**config.mk**
```make
export PLATFORM = sky130hd
export DESIGN_NAME = sram_arbiter
export DESIGN_NICKNAME = d
export VERILOG_FILES = /design/src/rtl/sram_arb_pkg.sv /design/src/rtl/sram_arb_pick.sv /design/src/rtl/sram_arbiter.sv
export SDC_FILE = /design/constraint.sdc
export NUM_CORES = 1
export LEC_CHECK = 0
export ABC_AREA = 1
export BUFFER_PORTS_ARGS = -buffer_cell sky130_fd_sc_hd__buf_2
export CORE_UTILIZATION = 49
export CTS_BUF_LIST = sky130_fd_sc_hd__clkbuf_4
export CTS_CLUSTER_DIAMETER = 50
export DETAILED_ROUTE_END_ITERATION = 10
export GPL_TIMING_DRIVEN = 1
export PLACE_DENSITY = 0.89
export SLEW_MARGIN = 30
export SYNTH_ARGS = -nofsm -noshare
export SYNTH_HDL_FRONTEND = slang
export SYNTH_SLANG_ARGS = --single-unit
```
**constraint.sdc**
```tcl
create_clock -name clk -period 2 [get_ports clk]
set_input_delay 0.3 -clock clk [delete_from_list [all_inputs] [get_ports clk]]
set_output_delay 0.3 -clock clk [all_outputs]
set_load 0.02 [all_outputs]
```
**src/rtl/sram_arb_pkg.sv**
```systemverilog
// Shared definitions for the data-SRAM arbiter: FSM encoding, port IDs and default widths.
package sram_arb_pkg;

  localparam int ADDR_W_DEF     = 11;
  localparam int DATA_W_DEF     = 16;
  localparam int STARVE_MAX_DEF = 4;

  typedef enum logic [1:0] {
    ST_IDLE  = 2'd0,
    ST_ACC_C = 2'd1,
    ST_ACC_L = 2'd2,
    ST_TURN  = 2'd3
  } state_t;

  typedef enum logic {
    PORT_C = 1'b0,
    PORT_L = 1'b1
  } port_t;

endpackage

```
**src/rtl/sram_arb_pick.sv**
```systemverilog
// Combinational eligibility and priority pick between the CPU (C) and loader (L) ports.
// A port is eligible when it requests, is not being acked, and does not already own the
// access in flight; L wins when C is ineligible or L has waited through STARVE_MAX C grants.
module sram_arb_pick
  import sram_arb_pkg::*;
#(
  parameter int STARVE_MAX = STARVE_MAX_DEF,
  parameter int CNT_W      = $clog2(STARVE_MAX + 1)
) (
  input  logic             cpu_req,
  input  logic             cpu_ack,
  input  logic             cpu_busy,
  input  logic             ld_req,
  input  logic             ld_ack,
  input  logic             ld_busy,
  input  logic [CNT_W-1:0] starve_cnt,
  output logic             l_elig,
  output port_t            winner,
  output logic             valid
);

  logic c_elig;

  assign c_elig = cpu_req & ~cpu_ack & ~cpu_busy;
  assign l_elig = ld_req  & ~ld_ack  & ~ld_busy;
  assign valid  = c_elig | l_elig;

  // Priority: C by default, L when C cannot go or L has been starved long enough.
  always_comb begin
    // NOTE: every always_comb output gets a default first so no path leaves it unassigned
    // (which would infer a latch).
    winner = PORT_C;
    if (l_elig && (!c_elig || starve_cnt == CNT_W'(STARVE_MAX))) begin
      winner = PORT_L;
    end
  end

endmodule

```
**src/rtl/sram_arbiter.sv**
```systemverilog
// Shares the single-port data SRAM between the CPU MEM stage (C) and the loader (L).
// A grant registers the winner's command onto the SRAM pins; the access occupies one ACC
// cycle and the requester sees a one-cycle ack with read data in the following cycle.
// A write followed by a read inserts one TURN cycle with all strobes low so the bus can
// change direction.
module sram_arbiter
  import sram_arb_pkg::*;
#(
  parameter int ADDR_W     = ADDR_W_DEF,
  parameter int DATA_W     = DATA_W_DEF,
  parameter int STARVE_MAX = STARVE_MAX_DEF
) (
  input  logic              clk,
  input  logic              rst,
  input  logic              cpu_req,
  input  logic              cpu_we,
  input  logic [ADDR_W-1:0] cpu_addr,
  input  logic [DATA_W-1:0] cpu_wdata,
  output logic [DATA_W-1:0] cpu_rdata,
  output logic              cpu_ack,
  output logic              cpu_stall,
  input  logic              ld_req,
  input  logic              ld_we,
  input  logic [ADDR_W-1:0] ld_addr,
  input  logic [DATA_W-1:0] ld_wdata,
  output logic [DATA_W-1:0] ld_rdata,
  output logic              ld_ack,
  output logic [ADDR_W-1:0] mem_addr,
  output logic [DATA_W-1:0] mem_wdata,
  output logic              mem_drive,
  output logic              mem_we,
  output logic              mem_re,
  input  logic [DATA_W-1:0] mem_rdata
);

  localparam int CNT_W = $clog2(STARVE_MAX + 1);

  state_t             state, state_nx;
  port_t              winner, turn_port;
  logic               valid, l_elig, grant, in_acc, prev_wr, need_turn;
  logic               last_wr;
  logic [CNT_W-1:0]   starve_cnt;
  logic               win_we;
  logic [ADDR_W-1:0]  win_addr;
  logic [DATA_W-1:0]  win_wdata;

  sram_arb_pick #(.STARVE_MAX(STARVE_MAX), .CNT_W(CNT_W)) u_pick (
    .cpu_req    (cpu_req),
    .cpu_ack    (cpu_ack),
    .cpu_busy   (state == ST_ACC_C),
    .ld_req     (ld_req),
    .ld_ack     (ld_ack),
    .ld_busy    (state == ST_ACC_L),
    .starve_cnt (starve_cnt),
    .l_elig     (l_elig),
    .winner     (winner),
    .valid      (valid)
  );

  assign cpu_stall = cpu_req & ~cpu_ack;
  assign mem_drive = mem_we;

  assign win_we    = (winner == PORT_L) ? ld_we    : cpu_we;
  assign win_addr  = (winner == PORT_L) ? ld_addr  : cpu_addr;
  assign win_wdata = (winner == PORT_L) ? ld_wdata : cpu_wdata;

  // The direction of the bus right now: the live access in ACC, otherwise the last one made.
  assign in_acc    = (state == ST_ACC_C) || (state == ST_ACC_L);
  assign prev_wr   = in_acc ? mem_we : last_wr;
  assign need_turn = prev_wr & ~win_we;
  assign grant     = valid & (state != ST_TURN);

  // State register.
  always_ff @(posedge clk or negedge rst) begin
    // NOTE: sequential state uses non-blocking assignments so every register samples
    // pre-edge values regardless of statement order.
    if (!rst) state <= ST_IDLE;
    else      state <= state_nx;
  end

  // Next-state: TURN always proceeds to its pending access; otherwise arbitrate.
  always_comb begin
    state_nx = ST_IDLE;
    if (state == ST_TURN) begin
      state_nx = (turn_port == PORT_L) ? ST_ACC_L : ST_ACC_C;
    end else if (valid) begin
      if (need_turn)               state_nx = ST_TURN;
      else if (winner == PORT_L)   state_nx = ST_ACC_L;
      else                         state_nx = ST_ACC_C;
    end
  end

  // SRAM command registers: load the winner on a grant, release a held read after TURN.
  always_ff @(posedge clk or negedge rst) begin
    // NOTE: reset clears the strobes asynchronously, so an in-flight access is cut off
    // at once rather than at the next edge.
    if (!rst) begin
      mem_addr  <= '0;
      mem_wdata <= '0;
      mem_we    <= 1'b0;
      mem_re    <= 1'b0;
      turn_port <= PORT_C;
    end else if (state == ST_TURN) begin
      mem_we <= 1'b0;
      mem_re <= 1'b1;
    end else if (valid) begin
      mem_addr  <= win_addr;
      mem_wdata <= win_wdata;
      mem_we    <= win_we;
      mem_re    <= ~win_we & ~need_turn;
      turn_port <= winner;
    end else begin
      mem_we <= 1'b0;
      mem_re <= 1'b0;
    end
  end

  // Completion: each ACC cycle produces an ack and read data (zero for writes) next cycle.
  always_ff @(posedge clk or negedge rst) begin
    if (!rst) begin
      cpu_ack   <= 1'b0;
      ld_ack    <= 1'b0;
      cpu_rdata <= '0;
      ld_rdata  <= '0;
    end else begin
      cpu_ack <= (state == ST_ACC_C);
      ld_ack  <= (state == ST_ACC_L);
      if (state == ST_ACC_C) cpu_rdata <= mem_re ? mem_rdata : '0;
      if (state == ST_ACC_L) ld_rdata  <= mem_re ? mem_rdata : '0;
    end
  end

  // Bus-direction history and starvation counter.
  always_ff @(posedge clk or negedge rst) begin
    if (!rst) begin
      last_wr    <= 1'b0;
      starve_cnt <= '0;
    end else begin
      if (in_acc) last_wr <= mem_we;
      if (grant) begin
        if (winner == PORT_L)
          starve_cnt <= '0;
        else if (l_elig && starve_cnt < CNT_W'(STARVE_MAX))
          starve_cnt <= starve_cnt + 1'b1;
      end
    end
  end

endmodule

```
**After elaboration in Yosys (flattened, before gate mapping)**

Index checks and enable logic that the tools add are counted.

- ROM bits: 0
- Bits in latches: 0
- Output and inout bits: 65
- Logic and storage cells: 59
- Memories kept: 0
- Bits in registers: 70
- Input bits: 76
- RAM bits: 0

- Equality and inequality tests: 5
- Reduce and logical (&&, ||, !) cells: 8
- Multiplexer cells: 17
- Shift operators: 0
- Magnitude comparators: 1
- Divide/modulo/power cells: 0
- Bitwise gates (word level): 15
- Multiply operators: 0
- $add $sub $neg: 1

Operators by type and width:

| cell | number |
|---|---|
| two-way mux 16 bit | 2 |
| two-way mux 11 bit | 1 |
| two-way mux 2 bit | 5 |
| bitwise AND 1 bit | 7 |
| two-way mux 1 bit | 7 |
| inverter 1 bit | 7 |
| two-way mux 3 bit | 2 |
| == test 2 bit (second input constant) | 2 |
| AND reduction 2 bit | 2 |
| adder 3 x 1 -> 3 bit (second input constant) | 1 |
| == test 3 bit (second input constant) | 1 |
| less-than comparator 3 bit (second input constant) | 1 |
| == test 2 x 1 -> 1 bit (second input constant) | 1 |
| logical AND 1 bit | 2 |
| logical OR 1 bit | 2 |
| != test 2 bit (second input constant) | 1 |
| nonzero test 2 bit | 1 |
| zero test 1 bit | 1 |
| bitwise OR 1 bit | 1 |

**Longest topological paths before layout**

- Word-level depth: 14
- Depth in mapped cells: 11
- Depth with buffers taken out: 9

**Cells and area by module**

Synthesis repeated with hierarchy kept, for this count alone.

- Cells, all modules: 378
- Area total of the unflattened synthesis: 3,094.2 µm²

By module, submodules not included:

| module | seq. area each (µm²) | area an instance (µm²) | cells each | times used |
|---|---|---|---|---|
| sram_arbiter | 1,751.7 | 3,037.9 | 366 | 1 |
| sram_arb_pick | 0.0 | 56.3 | 12 | 1 |

**Worst setup path before layout**

OpenSTA, ideal clock, no wires.

- Path kind: reg-to-reg
- Start point: reg state[0]
- End point: reg mem_wdata[10]
- Clock period less this slack: 1,442 ps
- Arrival time: 1,325 ps
- Library setup time: 117 ps
- Data required time: 1,883 ps
- Buffers on the path: 2
- Setup slack: 558 ps
- Stages on the path, launching flop included: 11
- Path through: dfrtp_1 -> inv_1 -> ha_1 -> nor2_2 -> nand2_2 -> inv_1 -> buf_6 -> buf_6 -> nand3b_1 -> nand3_1 -> nand2_1

- Elaborated cells on any way between the ends: 15
- Those cells by class: 3 x eq/ne; 2 x mux; 6 x bitwise; 4 x reduce/logical

RTL lines:

| what | line | RTL |
|---|---|---|
| start, declared | sram_arbiter.sv:38 | `state_t state, state_nx;` |
| start signal, assigned | sram_arbiter.sv:78 | `else state <= state_nx;` |
| == test 2 bit * | sram_arbiter.sv:53 | `.ld_busy (state == ST_ACC_L),` |
| via u_pick.ld_busy | sram_arb_pick.sv:15 | `input logic ld_busy,` |
| inverter 1 bit * | sram_arb_pick.sv:25 | `assign l_elig = ld_req & ~ld_ack & ~ld_busy;` |
| bitwise AND 1 bit * | sram_arb_pick.sv:25 |  |
| logical AND 1 bit | sram_arb_pick.sv:33 | `if (l_elig && (!c_elig \|\| starve_cnt == CNT_W'(STARVE_MAX))) begin` |
| two-way mux 1 bit | sram_arb_pick.sv:33 |  |
| two-way mux 16 bit | sram_arbiter.sv:65 | `assign win_wdata = (winner == PORT_L) ? ld_wdata : cpu_wdata;` |
| end signal, assigned | sram_arbiter.sv:108 | `mem_wdata <= win_wdata;` |
| end, declared | sram_arbiter.sv:29 | `output logic [DATA_W-1:0] mem_wdata,` |

Mark *: on every way through the listed nets, which the timed path passes. The rest lies on a longest branch.
A chain may end at the register's enable or synchronous reset.

**Worst setup path in the final report**

- Start point: reg state[0]
- End point: reg state[1]

- Elaborated cells on any way between the ends: 21
- Those cells by class: 3 x eq/ne; 7 x mux; 7 x bitwise; 4 x reduce/logical

RTL lines:

| what | line | RTL |
|---|---|---|
| == test 2 bit * | sram_arbiter.sv:53 |  |
| via u_pick.ld_busy | sram_arb_pick.sv:15 |  |
| inverter 1 bit | sram_arb_pick.sv:25 |  |
| bitwise AND 1 bit | sram_arb_pick.sv:25 |  |
| logical AND 1 bit | sram_arb_pick.sv:33 |  |
| two-way mux 1 bit | sram_arb_pick.sv:33 |  |
| two-way mux 1 bit | sram_arbiter.sv:63 | `assign win_we = (winner == PORT_L) ? ld_we : cpu_we;` |
| inverter 1 bit | sram_arbiter.sv:70 | `assign need_turn = prev_wr & ~win_we;` |
| bitwise AND 1 bit | sram_arbiter.sv:70 |  |
| two-way mux 2 bit | sram_arbiter.sv:87 | `if (need_turn) state_nx = ST_TURN;` |
| two-way mux 2 bit * | sram_arbiter.sv:86 | `end else if (valid) begin` |
| two-way mux 2 bit * | sram_arbiter.sv:84 | `if (state == ST_TURN) begin` |
| via state_nx[1] | sram_arbiter.sv:38 |  |

Marks and branches as above.

==> results list <==
- In this run the standard cell core region covers roughly 6500 sq um.
- HPWL reported at the end of detailed placement: approximately 5.6 mm
- Cell Rows: 29
* Slowest library cell on the worst path: sky130_fd_sc_hd__nand2_2
- The number of antenna violations at the first check in global routing was 0.
* Worst Setup Slack, final: ~0.14 ns
* Met3 layer usage reported by global route: under 10%
* Power after layout: between 6 and 7 mW
- Leakage power figure: 2.420 nW
- Flops & latches, synth: 70
- Sequential elements use 52.69% of the synthesized area.
- Across every metal layer, demand over resource in global routing totals 23.42%.
* Growth of design area from synthesis to finish: 25.59%
- CTS built an H-tree with a depth of 3.
* Result of the run: finished with violations
- Synth top area share: 52.69%
* Mean area per synthesized cell: 8.438 sq um
* Global-route met2 utilization: 40.54%
- Ratio of total power to cell area: around 1700 nW/um^2
* Source of the critical timing path: state[0]$_DFF_PN0_
- Number of iterations in the first detailed-routing pass: 9
- In this run the cell area measured after placement is ~4000 sq um.
- CP cell instances: inv_1 > ha_1 > nor2_2 > nand2_2 > inv_1 > nand2_2 > nand2_1 > nand3_1 > nand2_1
- Type of the tightest min-delay check: in -> reg
- The largest total area in the synthesized netlist belongs to sky130_fd_sc_hd__dfrtp_1.
* End of the worst register-to-register path: state[1]$_DFF_PN0_
* Synth warnings: 0
- Post-route clock period utilization: between 90% and 100%
- For this block, the initial DRC count from the detailed router was around 130.
* R2R Path Start: state[0]$_DFF_PN0_
- The number of max-slew violations in the final report came to 0.
- Clock latency on the worst-skew pair, taken at its later pin, is ~0.40 ns.
- In this run the number of cells on the critical path is 9.
- In the global route stage, met1 resource usage came out at 28.24%.
* Number of max-cap violations: 0
- CTS placed an instance of sky130_fd_sc_hd__clkbuf_4 at the clock tree root.
* Remaining Overflow, GRT: 0
* Die area: 7118 sq um
- Measured in cells, the most critical reg-to-reg path has a length of 9.
- Total via count after detailed routing: 3064
- Timing analysis after detailed placement gives a worst setup slack of 0.1537 ns.
- For the pin with the worst max-slew slack, the measured transition is about 0.6 ns.
- Of the cells placed in the final design, the portion with a size suffix greater than 1 is 32.52%.
- met2 is the most crowded layer.
* Unrepaired setup endpoints after global routing: false
* Slowest Stage Delay on Critical Path: around 0.44 ns
* Total setup violations reported at the end of the flow: 0
- Net count reported at finish: 611
- Clock tree synthesis found a total of 70 sinks.
- Port Buffers: 140
* Drt drc: 22
* Cell area after technology mapping: about 3300 sq um
- The worst register-to-register path has a setup slack of 0.14 ns.
- Final worst clock skew: 0.008456 ns
- For the finished layout, the period the worst path requires is about 1.9 ns.
- The number of global-route vias before repair was about 2900.
- The total count of hold-check failures in the final report was 0.
- Critical Path Fanout Max: 31
* Headroom to the max-slew limit: about three fifths
- Reg clk slew, reported paths: ~0.11 ns
* Total wire length after detailed routing: ~8 mm
- Sorting the synthesized cells by area gives the leading types as sky130_fd_sc_hd__dfrtp_1, sky130_fd_sc_hd__nand2_1, sky130_fd_sc_hd__nand3b_1.
- Net count after synthesis: approximately 480
- CP Capture Type: flop
- Weighted congestion at the end of routability-driven global placement: ~0.78
- Crit path DAT: 2.15 ns
- The most used flip-flop cell after synthesis is sky130_fd_sc_hd__dfrtp_1.
- TritonCTS built the clock tree.
- Post-synth EDFFs: 0
- Post-Route Setup TNS: 0 ns
- Number of buffers added for setup after CTS: 0
* Top-level I/O count: 141
- Counting the fill cells in the layout gives a little under 600.
- Initial core utilization: between 50% and 60%
- Data on the critical path is required at its endpoint by ~2.3 ns.
- Clock tree synthesis inserted a total of 9 buffers.
- CP Capture Point: state[1]$_DFF_PN0_
- Worst-case vdd ir drop: between 0.0007 and 0.0008 V
- Post-detailed-route via-to-cell ratio: between 5 and 6
- Measured along the y axis, the die boundary spans about 84 microns.
- Buffer and inverter count on the worst path: 2
* Most frequent cell after synthesis: sky130_fd_sc_hd__nand2_1
- Final Hold Slack: between 0.15 and 0.2 ns
- For this run, the top clock speed supported by timing is about 0.54 GHz.
* Detail-routed net length per standard cell: ~13 microns
* Final std cell area, no fill: approximately 4200 sq um
* Final antenna-violating net count: 0
* Maximum number of buffers from clock root to sink: 2
- Cell type group with the largest total delay on the critical path: simple AND/OR/NAND/NOR gates
- The die is between 80 and 90 microns wide.
- The repair_antennas step left the layout with diodes totalling 0.
- Violations in the final reports: DRC
- Proportion of register bits with asynchronous set or reset after synthesis: 100.0%
* Critical Path Start Type: flop
* First-pass GRT wire length: 13.10 mm
- Pin count of the biggest net entering global routing: 71
- By count the netlist is led by sky130_fd_sc_hd__nand2_1, sky130_fd_sc_hd__dfrtp_1, sky130_fd_sc_hd__inv_1.
- Number of cells produced by synthesis: 394
- Type of the worst setup path: reg -> reg
- Number of different library cells in the post-synthesis netlist: 22
==> layer usage <==
| layer | part of all wire [%] | vias up | wire length [microns] |
|---|---|---|---|
| met1 | 42 | 1406 | 3318 |
| met3 | 8.3 | 15 | 659 |
| met5 | 0 | - | 0 |
| met2 | 48 | 143 | 3773 |
| met4 | 1.9 | 0 | 147 |
| li1 | - | 1500 | - |
==> state kept, by name (all words and copies together), names as in the netlist <==
register,count
mem_wdata,16
mem_re,1
ld_ack,1
mem_addr,11
starve_cnt,3
turn_port,1
ld_rdata,16
state,2
last_wr,1
cpu_ack,1
cpu_rdata,16
mem_drive,1
==> logic make-up (layout without fill, tap and decap cells) <==
| group | Yosys count | count (layout) | synth area share (%) |
|---|---|---|---|
| adders and majority gates | 5 | 5 | 1.882 |
| buffers and inverters | 67 | 208 | 9.710 |
| and+or+nand+nor | 211 | 211 | 29.13 |
| AOI/OAI and AO/OA | 41 | 41 | 6.586 |
| DFF | 70 | 70 | 52.69 |
==> through the flow <==
| stage | std cells | util, % |
|---|---|---|
| final | 612 | 64.65 |
| after global routing | 612 | 64.65 |
| after CTS | 612 | 64.65 |
| after detailed placement | 595 | 62.44 |
| after global placement | 595 | 62.44 |
| after floorplan | 394 | - |
==> how the worst min path moves through the flow <==
stage / cells after the start / endpoint / from / slack [ns]
after CTS: 3 / ld_rdata[14]$_DFFE_PN0P_ / mem_rdata[14] / 0.13
final: 3 / ld_rdata[15]$_DFFE_PN0P_ / mem_rdata[15] / 0.16
after global placement: 2 / cpu_rdata[10]$_DFFE_PN0P_ / rst / 0.35
after floorplan: 0 / cpu_ack$_DFF_PN0_ / rst / 0.004
after global routing: 3 / ld_rdata[6]$_DFFE_PN0P_ / mem_rdata[6] / 0.14
after detailed placement: 2 / cpu_rdata[10]$_DFFE_PN0P_ / rst / 0.36
==> worst min-delay path, stage by stage <==
cell	delay [ns]
sky130_fd_sc_hd__buf_2	0.10
sky130_fd_sc_hd__nand2_1	0.08
sky130_fd_sc_hd__o21ai_1	0.06
==> final cells by class <==
| type | count | area [sq um] | area share (%) |
|---|---|---|---|
| multi-input cells | 257 | 1250 | 29.94 |
| well taps | 77 | 96.34 | 2.307 |
| flip-flops and latches | 70 | 1752 | 41.95 |
| clock inverters | 5 | 50.05 | 1.199 |
| repair buffers | 149 | 783.3 | 18.76 |
| clock buffers | 11 | 82.58 | 1.978 |
| inverters | 43 | 161.4 | 3.866 |
==> report_power, final <==
part           internal, mW  leakage (nW)  total (mW)  switching (mW)
registers              2.09         0.896        2.48           0.391
logic                  1.16          1.45        3.58            2.42
clock network         0.400        0.0719       0.870           0.470
==> repair_timing <==
action                    in CTS  in global routing
hold buffers                   1                  0
hold endpoints to repair      70                  0
gates resized for setup        0                  0
==> placed cells by master, fill, tap and decap left out, types with 2 or more instances in the layout <==
cell type / instances
sky130_fd_sc_hd__dfrtp_1: 70
sky130_fd_sc_hd__buf_4: 7
sky130_fd_sc_hd__nand2_1: 143
sky130_fd_sc_hd__nand3b_1: 27
sky130_fd_sc_hd__nand3_2: 2
sky130_fd_sc_hd__inv_1: 40
sky130_fd_sc_hd__nor2_1: 3
sky130_fd_sc_hd__o21ai_0: 32
sky130_fd_sc_hd__nand2_2: 3
sky130_fd_sc_hd__a21oi_1: 3
sky130_fd_sc_hd__buf_2: 140
sky130_fd_sc_hd__clkinv_1: 2
sky130_fd_sc_hd__clkbuf_4: 11
sky130_fd_sc_hd__o21ai_1: 4
sky130_fd_sc_hd__inv_2: 3
sky130_fd_sc_hd__ha_1: 5
sky130_fd_sc_hd__nand3_1: 30
(Power assumes the default switching activity.)
